===== config.mk =====
export PLATFORM = sky130hd
export DESIGN_NAME = alu_share_arb
export DESIGN_NICKNAME = d
export VERILOG_FILES = /design/src/rtl/alu_share_arb.sv
export SDC_FILE = /design/constraint.sdc
export NUM_CORES = 1
export LEC_CHECK = 0
export BUFFER_PORTS_ARGS = -buffer_cell sky130_fd_sc_hd__buf_2
export CAP_MARGIN = 30
export CORE_MARGIN = 2
export CORE_UTILIZATION = 25
export DETAILED_ROUTE_END_ITERATION = 8
export GPL_ROUTABILITY_DRIVEN = 0
export SETUP_SLACK_MARGIN = 0.4
export SLEW_MARGIN = 5
export SYNTH_ARGS = -nofsm -noshare
export SYNTH_HDL_FRONTEND = slang
export SYNTH_SLANG_ARGS = --single-unit

===== constraint.sdc =====
create_clock -name clk -period 1.35 [get_ports clk]
set_input_delay 0.0675 -clock clk [delete_from_list [all_inputs] [get_ports clk]]
set_output_delay 0.0675 -clock clk [all_outputs]
set_load 0.03 [all_outputs]

===== src/rtl/alu_share_arb.sv =====
// alu_share_arb: lets two requesters share one external combinational ALU.
// A three-state FSM (IDLE -> EXEC -> RESP) keeps at most one operation in
// flight. The winning request is latched on acceptance, replayed onto the
// ALU for exactly one cycle, and the ALU result is captured and held until
// the owning requester takes it.
//
// Build option:
//   ALU_SHARE_ARB_RR_EN  - when defined, simultaneous requests are resolved
//                          round-robin with a 1-bit pointer. When undefined,
//                          requester 0 always wins a tie and no pointer
//                          register is built.

module alu_share_arb (
    input  logic        clk,
    input  logic        rst,

    // Requester 0
    input  logic        req_valid_0,
    output logic        req_ready_0,
    input  logic [1:0]  req_alu_op_0,
    input  logic [5:0]  req_funct_0,
    input  logic [31:0] req_a_0,
    input  logic [31:0] req_b_0,
    output logic        resp_valid_0,
    input  logic        resp_ready_0,

    // Requester 1
    input  logic        req_valid_1,
    output logic        req_ready_1,
    input  logic [1:0]  req_alu_op_1,
    input  logic [5:0]  req_funct_1,
    input  logic [31:0] req_a_1,
    input  logic [31:0] req_b_1,
    output logic        resp_valid_1,
    input  logic        resp_ready_1,

    // Shared response
    output logic [31:0] resp_data,
    output logic        resp_zero,

    // Shared ALU
    output logic [1:0]  alu_op,
    output logic [5:0]  funct,
    output logic [31:0] alu_a,
    output logic [31:0] alu_b,
    input  logic [31:0] alu_result,
    input  logic        alu_zero
);

    // ------------------------------------------------------------------
    // State encoding
    // ------------------------------------------------------------------
    localparam logic [1:0] IDLE = 2'd0;
    localparam logic [1:0] EXEC = 2'd1;
    localparam logic [1:0] RESP = 2'd2;

    logic [1:0]  state;
    logic [1:0]  state_next;

    // Captured operation; owner_q is 0 for requester 0, 1 for requester 1
    logic [1:0]  op_q;
    logic [5:0]  funct_q;
    logic [31:0] a_q;
    logic [31:0] b_q;
    logic        owner_q;

    // Arbitration and handshake terms
    logic        grant_0;
    logic        grant_1;
    logic        in_idle;
    logic        accept;
    logic        accept_id;
    logic        owner_ready;

    // Fields of the request being accepted this cycle
    logic [1:0]  sel_op;
    logic [5:0]  sel_funct;
    logic [31:0] sel_a;
    logic [31:0] sel_b;

`ifdef ALU_SHARE_ARB_RR_EN
    // Pointer value names the requester that wins the next tie
    logic        rr_ptr;

    // Round-robin tie break: a lone requester always wins, a tie goes to rr_ptr
    always_comb begin
        grant_0 = 1'b0;
        grant_1 = 1'b0;
        if (req_valid_0 && req_valid_1) begin
            grant_0 = ~rr_ptr;
            grant_1 = rr_ptr;
        end else begin
            grant_0 = req_valid_0;
            grant_1 = req_valid_1;
        end
    end

    // Point at the requester that was not just granted, on every acceptance
    always_ff @(posedge clk) begin
        if (rst) begin
            rr_ptr <= 1'b0;
        end else if (accept) begin
            rr_ptr <= ~accept_id;
        end
    end
`else
    // Fixed priority: requester 0 wins every tie
    always_comb begin
        grant_0 = req_valid_0;
        grant_1 = req_valid_1 & ~req_valid_0;
    end
`endif

    // Ready is offered only in IDLE and never while reset is asserted
    always_comb begin
        in_idle     = (state == IDLE) && !rst;
        req_ready_0 = in_idle && grant_0;
        req_ready_1 = in_idle && grant_1;
        accept      = req_ready_0 || req_ready_1;
        accept_id   = req_ready_1;
    end

    // Steer the accepted requester's fields toward the capture registers
    always_comb begin
        if (accept_id) begin
            sel_op    = req_alu_op_1;
            sel_funct = req_funct_1;
            sel_a     = req_a_1;
            sel_b     = req_b_1;
        end else begin
            sel_op    = req_alu_op_0;
            sel_funct = req_funct_0;
            sel_a     = req_a_0;
            sel_b     = req_b_0;
        end
    end

    // Only the owner's resp_ready can retire the response
    always_comb begin
        owner_ready = owner_q ? resp_ready_1 : resp_ready_0;
    end

    // Next-state logic; RESP always returns through IDLE so no new request
    // can be accepted in the handshake cycle
    always_comb begin
        state_next = state;
        case (state)
            IDLE: begin
                if (accept) begin
                    state_next = EXEC;
                end
            end
            EXEC: begin
                state_next = RESP;
            end
            RESP: begin
                if (owner_ready) begin
                    state_next = IDLE;
                end
            end
            default: begin
                state_next = IDLE;
            end
        endcase
    end

    // State register; reset abandons any operation in flight
    always_ff @(posedge clk) begin
        if (rst) begin
            state <= IDLE;
        end else begin
            state <= state_next;
        end
    end

    // Latch the accepted operation so later requester activity cannot disturb it
    always_ff @(posedge clk) begin
        if (rst) begin
            op_q    <= 2'd0;
            funct_q <= 6'd0;
            a_q     <= 32'd0;
            b_q     <= 32'd0;
            owner_q <= 1'b0;
        end else if (accept) begin
            op_q    <= sel_op;
            funct_q <= sel_funct;
            a_q     <= sel_a;
            b_q     <= sel_b;
            owner_q <= accept_id;
        end
    end

    // Capture the ALU outputs at the end of the EXEC cycle and hold them
    always_ff @(posedge clk) begin
        if (rst) begin
            resp_data <= 32'd0;
            resp_zero <= 1'b0;
        end else if (state == EXEC) begin
            resp_data <= alu_result;
            resp_zero <= alu_zero;
        end
    end

    // Drive the shared ALU only during EXEC so it sees zeros otherwise
    always_comb begin
        if (state == EXEC) begin
            alu_op = op_q;
            funct  = funct_q;
            alu_a  = a_q;
            alu_b  = b_q;
        end else begin
            alu_op = 2'd0;
            funct  = 6'd0;
            alu_a  = 32'd0;
            alu_b  = 32'd0;
        end
    end

    // Response valid goes only to the owner, and is masked while in reset
    always_comb begin
        resp_valid_0 = !rst && (state == RESP) && !owner_q;
        resp_valid_1 = !rst && (state == RESP) &&  owner_q;
    end

endmodule


Word level (Yosys, flattened, before mapping)
Index checks and enable logic that the tools add are counted.
{"block": "op_classes", "n_reduce_logical": 11, "mux": 12, "n_bitwise": 2, "eq_ne": 4}
{"operator": "$mux 32", "n": 4}
{"operator": "$mux 6", "n": 2}
{"operator": "$mux 2", "n": 4}
{"operator": "$logic_and 1x1->1", "n": 6}
{"operator": "$pmux 2 s3", "n": 1}
{"operator": "$ne 2x2->1 const B", "n": 2}
{"operator": "$eq 2x1->1 const B", "n": 1}
{"operator": "$eq 2x2->1 const B", "n": 1}
{"operator": "$logic_not 1->1", "n": 2}
{"operator": "$logic_not 2->1", "n": 1}
{"operator": "$reduce_and 2->1", "n": 1}
{"operator": "$and 1x1->1", "n": 1}
{"operator": "$logic_or 1x1->1", "n": 1}
{"operator": "$mux 1", "n": 1}
{"operator": "$not 1->1", "n": 1}
{"block": "word_totals", "input_bits": 183, "elab_cells": 37, "output_inout_bits": 109, "ff_bits": 108}

Depth between registers and ports, before layout
Gate-level depths: netlist of run 1.
{"block": "depth", "word_depth": 6, "depth_mapped": 5, "depth_no_buf": 3}

Worst setup path after synthesis of run 1
Ideal clock, no wire load.
{"block": "synth_timing", "path_type": "register to output", "startpoint": "register state[1]", "endpoint": "output alu_a[0]", "arrival_ns": 1.323, "required_ns": 1.283, "path_slack_ns": -0.040, "path_buffers": 3, "path_stages_with_launch": 6, "path_cell_list": "dfxtp_1 -> nand2b_1 -> buf_2 -> buf_2 -> buf_2 -> nor2_1"}
{"block": "synth_via", "elab_chain_cells": 2}
{"item": "start: declaration", "line_no": "57", "text": "logic [1:0] state;"}
{"item": "start signal: assignment", "line_no": "172", "text": "state <= state_next;"}
{"item": "$eq 2x1->1", "line_no": "206", "text": "if (state == EXEC) begin"}
{"item": "$mux 32", "line_no": "206"}
{"item": "end: declaration", "line_no": "44", "text": "output logic [31:0] alu_a,"}
Every way passes these cells.

Worst setup path in the final report of run 1
{"block": "layout_timing", "startpoint": "register state[1]", "endpoint": "output alu_b[14]"}
{"block": "layout_via", "elab_chain_cells": 2}
{"item": "$eq 2x1->1", "line_no": "206"}
{"item": "$mux 32", "line_no": "206"}
{"item": "end: declaration", "line_no": "45", "text": "output logic [31:0] alu_b,"}
Every way passes these cells.

==> impl_metrics.toml, run 1 <==
[timing]
fmax_ghz = 0.652
worst_slack_ns = -0.183
finalCritPeriodShare = 1.14
worst_pin_slew_ns = 0.408
setup_tns_ns = -13.97
fin_crit_ns = 1.53
hold_violations = 0
slew-limit-headroom = 0.728
final-setup-viol-count = 150
fin_worst_skew_ns = 0.00805
rsz0062_at_grt = "true"
finalMaxSlewViolations = 0

[critical_path]
arrival_ns = 1.47
r2r-end = "b_q[21]$_SDFFE_PP0P_"
path_max_fanout = 9
reg2reg_depth = 6
crit_start = "state[1]$_SDFFE_PP0P_"
cp_data_required_time_ns = 1.28
setup.worst_path.start_class = "flop"
rrSetupSlack_ns = -0.16
critPathKind = "flop to output port"
r2r-start = "state[1]$_SDFFE_PP0P_"
endpoint_kind = "output port"

[placement]
dp_slack_ns = 0.0953
port_buffers = 291
post_dp_cell_area_um2 = 7500
dp_hpwl_mm = 11.9

[final_layout]
fill_cells = 1831
nNetsFinal = 1113
multiInputGateArea_um2 = 3180
area_growth_pct = 96.7
antenna_cells = 0
final_area_um2 = 10200
final_layout_size_suffix_gt1_frac = 0.650
regArea_um2 = 2200
utilization = 0.504

[yosys]
synth_edf_count = 0
synthTopCellsByArea = "dfxtp_1 (42%), a221oi_2 (20%), o22ai_1 (8.7%)"
avgSynthCellArea_um2 = 9.09
synth_cell_types = 25
synth_top_cell_area_share = 0.416
ys_async_sr_fraction = 0
ys_seq_elements = 108
synth.most_common_cell = "dfxtp_1"
ys_seq_area_frac = 0.416
mappedNetlistArea_um2 = 5200
syn-instance-count = 572
synth_common_cells = "dfxtp_1 (108), nor2_1 (75), inv_1 (72), o22ai_1 (72), a221oi_2 (70)"
syn-num-nets = 755
yosys_warnings = 0
synth_top_area_cell = "dfxtp_1"
synthFlopType = "dfxtp_1"

[power]
p_leak_nw = 4.30
pwr-share-seq = 0.345
ir_worst_vdd_uv = 604
combPwrFrac = 0.406
finalPower_mw = 10.6
power.switching_mw = 3.56
clockPowerShare = 0.250
swShare = 0.336
p_per_area_nw_per_um2 = 1040
p_int_mw = 7.04

[die]
fp.dieW_um = 148
fp.dieArea_um2 = 22000
pin_count = 292
row_count = 52
die_y_um = 148
core_area_um2 = 20300
start_util = 0.256

[detailed_routing]
final_antenna_net_count = 0
wl_mm = 19.9
drtIter0Drc = 187
first_pass_iters = 4
vias = 5568
wl_per_cell_um = 16.5
remaining_drc_errors = 0
viasPerCell = 4.62

[clock_tree]
cts_tree = "yes"
clock_latency_ns = 0.35
cts_sinks = 108
cts-root-buf = "clkbuf_16"
numCtsBuffers = 9
cts.clk_slew.worst_paths_ns = 0.07
cts_buffer_depth = 2
htreeDepth = 3

[global_route]
first_global_vias = 5368
antenna_found_initial = 0
grt_first_pass_wirelength_mm = 28.5
grt_max_degree = 47
grt-ovfl-total = 0
grtUsageTotal = 0.165

[worst_hold_path]
worstHoldPathCells = 3
hold_class = "input port to flop"
min_from = "req_valid_1"
hold-path-endpoint = "owner_q$_SDFFE_PP0P_"

[run_status]
status = "finished with violations"
violations = "negative setup slack"

[job]
cap_violations = 0
power by group through the flow:
stage	Sequential, mW	Clock [mW]	Combinational, mW
2_1_floorplan	3.82	0	1.98
3_3_place_gp	3.69	0	2.83
3_5_place_dp	3.70	0	2.85
4_1_cts	3.63	2.73	3.87
5_1_grt	3.69	2.86	4.55
6_report	3.65	2.65	4.30
final cells by class:
class / instances / share of cell area
inverter: 73 / 0.0268
timing repair buffer: 405 / 0.386
tap: 270 / 0.0330
clock buffer: 12 / 0.0251
clock inverter: 4 / 0.00306
sequential: 108 / 0.215
multi-input combinational: 333 / 0.311
worst max-delay path by stage:
stage / to / depth (start not counted)
6_report: alu_b[14] / 5
5_1_grt: alu_b[14] / 5
4_1_cts: alu_b[9] / 5
3_5_place_dp: resp_data[22]$_SDFFE_PP0N_ / 5
3_3_place_gp: a_q[11]$_SDFFE_PP0P_ / 4
2_1_floorplan: alu_b[12] / 4
critical path: stages (launching register included):
cell and delay, ns:
dfxtp_4 0.35, nand2b_4 0.16, buf_12 0.16, clkbuf_16 0.18, nor2_2 0.11, buf_6 0.14
flip-flops by register name, indices dropped and copies added, names as in the netlist:
name and cells:
funct_q 6, b_q 32, op_q 2, state 2
resp_zero 1, owner_q 1, a_q 32, resp_data 32
cell families after synthesis:
| group | after synthesis | share of synthesized area |
|---|---|---|
| mux | 1 | 0.00217 |
| buf+inv | 131 | 0.139 |
| compound gates | 181 | 0.329 |
| flops | 108 | 0.416 |
| simple gates | 151 | 0.114 |
layer usage:
layer | track usage | share of wire | vias to the layer above
li1 | - | - | 2744
met4 | 0.0562 | 0.017 | 0
met5 | 0 | 0 | -
met1 | 0.200 | 0.41 | 2599
met2 | 0.288 | 0.50 | 203
met3 | 0.0393 | 0.067 | 22
metrics by stage:
step                instances  hold slack [ns]
floorplan                 572            0.176
global placement         1109            0.309
detailed placement       1109            0.313
CTS                      1193           0.0194
global route             1205           0.0370
finish                   1205           0.0486
cell usage in the layout, fill, tap and decap left out, types with 5 or more instances in the layout:
cell type	instances
a21oi_1	17
a21oi_2	17
a221oi_2	66
a221oi_4	6
buf_12	23
buf_16	13
buf_2	181
buf_4	16
buf_6	125
bufbuf_16	5
clkbuf_16	16
dfxtp_1	82
dfxtp_2	24
dlygate4sd3_1	33
inv_1	72
nand2_1	46
nand2_2	8
nand2_4	13
nor2_4	73
o22ai_1	72
what timing repair did:
| action | 4_1_cts | 5_1_grt |
|---|---|---|
| hold buffers | 33 | 0 |
| endpoints found under the setup margin | 217 | 210 |
| gates cloned | 16 | 7 |
| resized for setup | 248 | 127 |
| buffers inserted | 19 | 5 |
| endpoints found under the hold margin | 33 | 0 |
| pin swaps | 12 | 52 |
Power figures use the tool's default switching activity.
==> run 2: changes to the inputs <==
Settings changed: CORE_UTILIZATION 25 to 33, SKIP_LAST_GASP set to 1.
==> impl_metrics.toml, run 2 (synthesized netlist as in run 1, its figures left out) <==
[clock_tree]
clock_latency_ns = 0.35
cts.clk_slew.worst_paths_ns = 0.07
cts_sinks = 108
htreeDepth = 3
numCtsBuffers = 9
cts_tree = "yes"
cts_buffer_depth = 2
cts-root-buf = "clkbuf_16"

[detailed_routing]
wl_per_cell_um = 17.4
viasPerCell = 4.88
remaining_drc_errors = 0
wl_met2_mm = 10.3
drtIter0Drc = 211
first_pass_iters = 4
vias = 5531
top_layer = "met4"
wl_met1_mm = 7.83
wl_mm = 19.7
final_antenna_net_count = 0
routed-wl-met3_mm = 1.30

[power]
swShare = 0.331
p_leak_nw = 4.06
pwr-share-seq = 0.352
clockPowerShare = 0.260
power.switching_mw = 3.44
p_int_mw = 6.95
combPwrFrac = 0.389
p_per_area_nw_per_um2 = 1070
ir_worst_vdd_uv = 626
finalPower_mw = 10.4

[die]
core_area_um2 = 15300
fp.dieArea_um2 = 16800
start_util = 0.340
die_y_um = 130
fp.dieW_um = 130
pin_count = 292
row_count = 45

[job]
cap_violations = 0

[critical_path]
path_max_fanout = 7
path_cells = "nand2b_4, buf_12, buf_16, nor2_4, buf_6"
cpPeakStageDelay_ns = 0.36
setup.worst_path.start_class = "flop"
crit_family = "buffers and inverters"
arrival_ns = 1.51
critPathKind = "flop to output port"
crit_slowest_cell = "dfxtp_4"
endpoint_kind = "output port"
path_buf_inv = 3
cp_data_required_time_ns = 1.28

[timing]
fmax_ghz = 0.633
fin_crit_ns = 1.58
worst_slack_ns = -0.230
rsz0062_at_grt = "true"
finalMaxSlewViolations = 0
final-setup-viol-count = 152
finalHoldWorstSlack_ns = 0.00789
worst_pin_slew_ns = 0.552
fin_worst_skew_ns = 0.00757
slew-limit-headroom = 0.630
hold_violations = 0
finalCritPeriodShare = 1.17

[global_route]
grt-ovfl-total = 0
antenna_found_initial = 0
grtUsageTotal = 0.218
grt_first_pass_wirelength_mm = 27.9
first_global_vias = 5204
grt_max_degree = 56

[run_status]
status = "finished with violations"
violations = "negative setup slack"

[final_layout]
area_growth_pct = 86.2
utilization = 0.632
final_layout_size_suffix_gt1_frac = 0.611
mostFrequentLayoutCells = "buf_2 (190), buf_6 (93), dfxtp_1 (88)"
antenna_cells = 0
fill_cells = 1280
nNetsFinal = 1100
final_area_um2 = 9680
top_regs = "a_q x32, b_q x32, resp_data x32"
final_common_cell = "buf_2"

[placement]
port_buffers = 291
dp_hpwl_mm = 11.5
post_dp_cell_area_um2 = 7340

[worst_hold_path]
hold_class = "input port to flop"
-- run 2: cell count changes in the layout (fill, tap and decap cells not counted), moves of 6 or more --
cell,change
buf_6,-32
nand2_1,+17
buf_4,+14
nand2_4,-13
a21oi_1,+10
a21oi_2,-10
buf_2,+9
buf_16,+7
dfxtp_1,+6
dfxtp_2,-6
-- run 2: cell type report --
cell class | instances | area, um2 | share of cell area
clock buffers | 10 | 239 | 0.0247
clock inverters | 6 | 63.8 | 0.00659
inverters | 73 | 274 | 0.0283
multi-input cells | 334 | 3020 | 0.312
flip-flops and latches | 108 | 2190 | 0.226
well taps | 211 | 264 | 0.0273
repair buffers | 391 | 3620 | 0.374
-- run 2: worst paths after layout --
kind,endpoint,slack [ns],startpoint,cells after the start
setup / recovery,alu_b[6],-0.23,state[1]$_SDFFE_PP0P_,5
hold / removal,resp_data[20]$_SDFFE_PP0N_,0.008,alu_result[20],3
setup reg to reg,a_q[20]$_SDFFE_PP0P_,-0.17,state[1]$_SDFFE_PP0P_,6
hold reg to reg,resp_data[30]$_SDFFE_PP0N_,0.46,resp_data[30]$_SDFFE_PP0N_,2
-- run 2: what timing repair did --
item | CTS | global route
setup endpoints to repair | 217 | 217
hold endpoints to repair | 31 | 1
setup buffers | 19 | 4
gates cloned | 20 | 1
resized for setup | 179 | 137
hold buffers | 31 | 1
pin swaps | 10 | 24
-- run 2: tightest hold or removal path, delay by kind of cell --
| kind | cells | cell delay [ns] |
|---|---|---|
| buffers and inverters | 1 | 0.10 |
| and+or+nand+nor | 1 | 0.08 |
| AOI/OAI and AO/OA | 1 | 0.06 |
-- run 2: power by group through the flow --
stage | Sequential [mW] | Clock, mW | Combinational, mW
6_report | 3.65 | 2.70 | 4.04
5_1_grt | 3.69 | 2.92 | 4.27
4_1_cts | 3.63 | 2.77 | 3.84
3_5_place_dp | 3.70 | 0 | 2.79
3_3_place_gp | 3.69 | 0 | 2.78
2_1_floorplan | 3.82 | 0 | 1.98
-- run 2: per-stage QoR --
step / instances / worst slack, ns / setup TNS [ns]
after floorplan: 572 / 0.113 / 0
after global placement: 1041 / 0.102 / 0
final: 1133 / -0.230 / -21.66
after detailed placement: 1041 / 0.0711 / 0
after global routing: 1133 / -0.273 / -30.45
after CTS: 1127 / -0.233 / -22.81
-- run 2: layer usage --
metal | global-route usage | vias to the layer above
li1 | - | 2722
met1 | 0.263 | 2586
met2 | 0.391 | 204
met3 | 0.0467 | 19
met4 | 0.0582 | 0
met5 | 0 | -
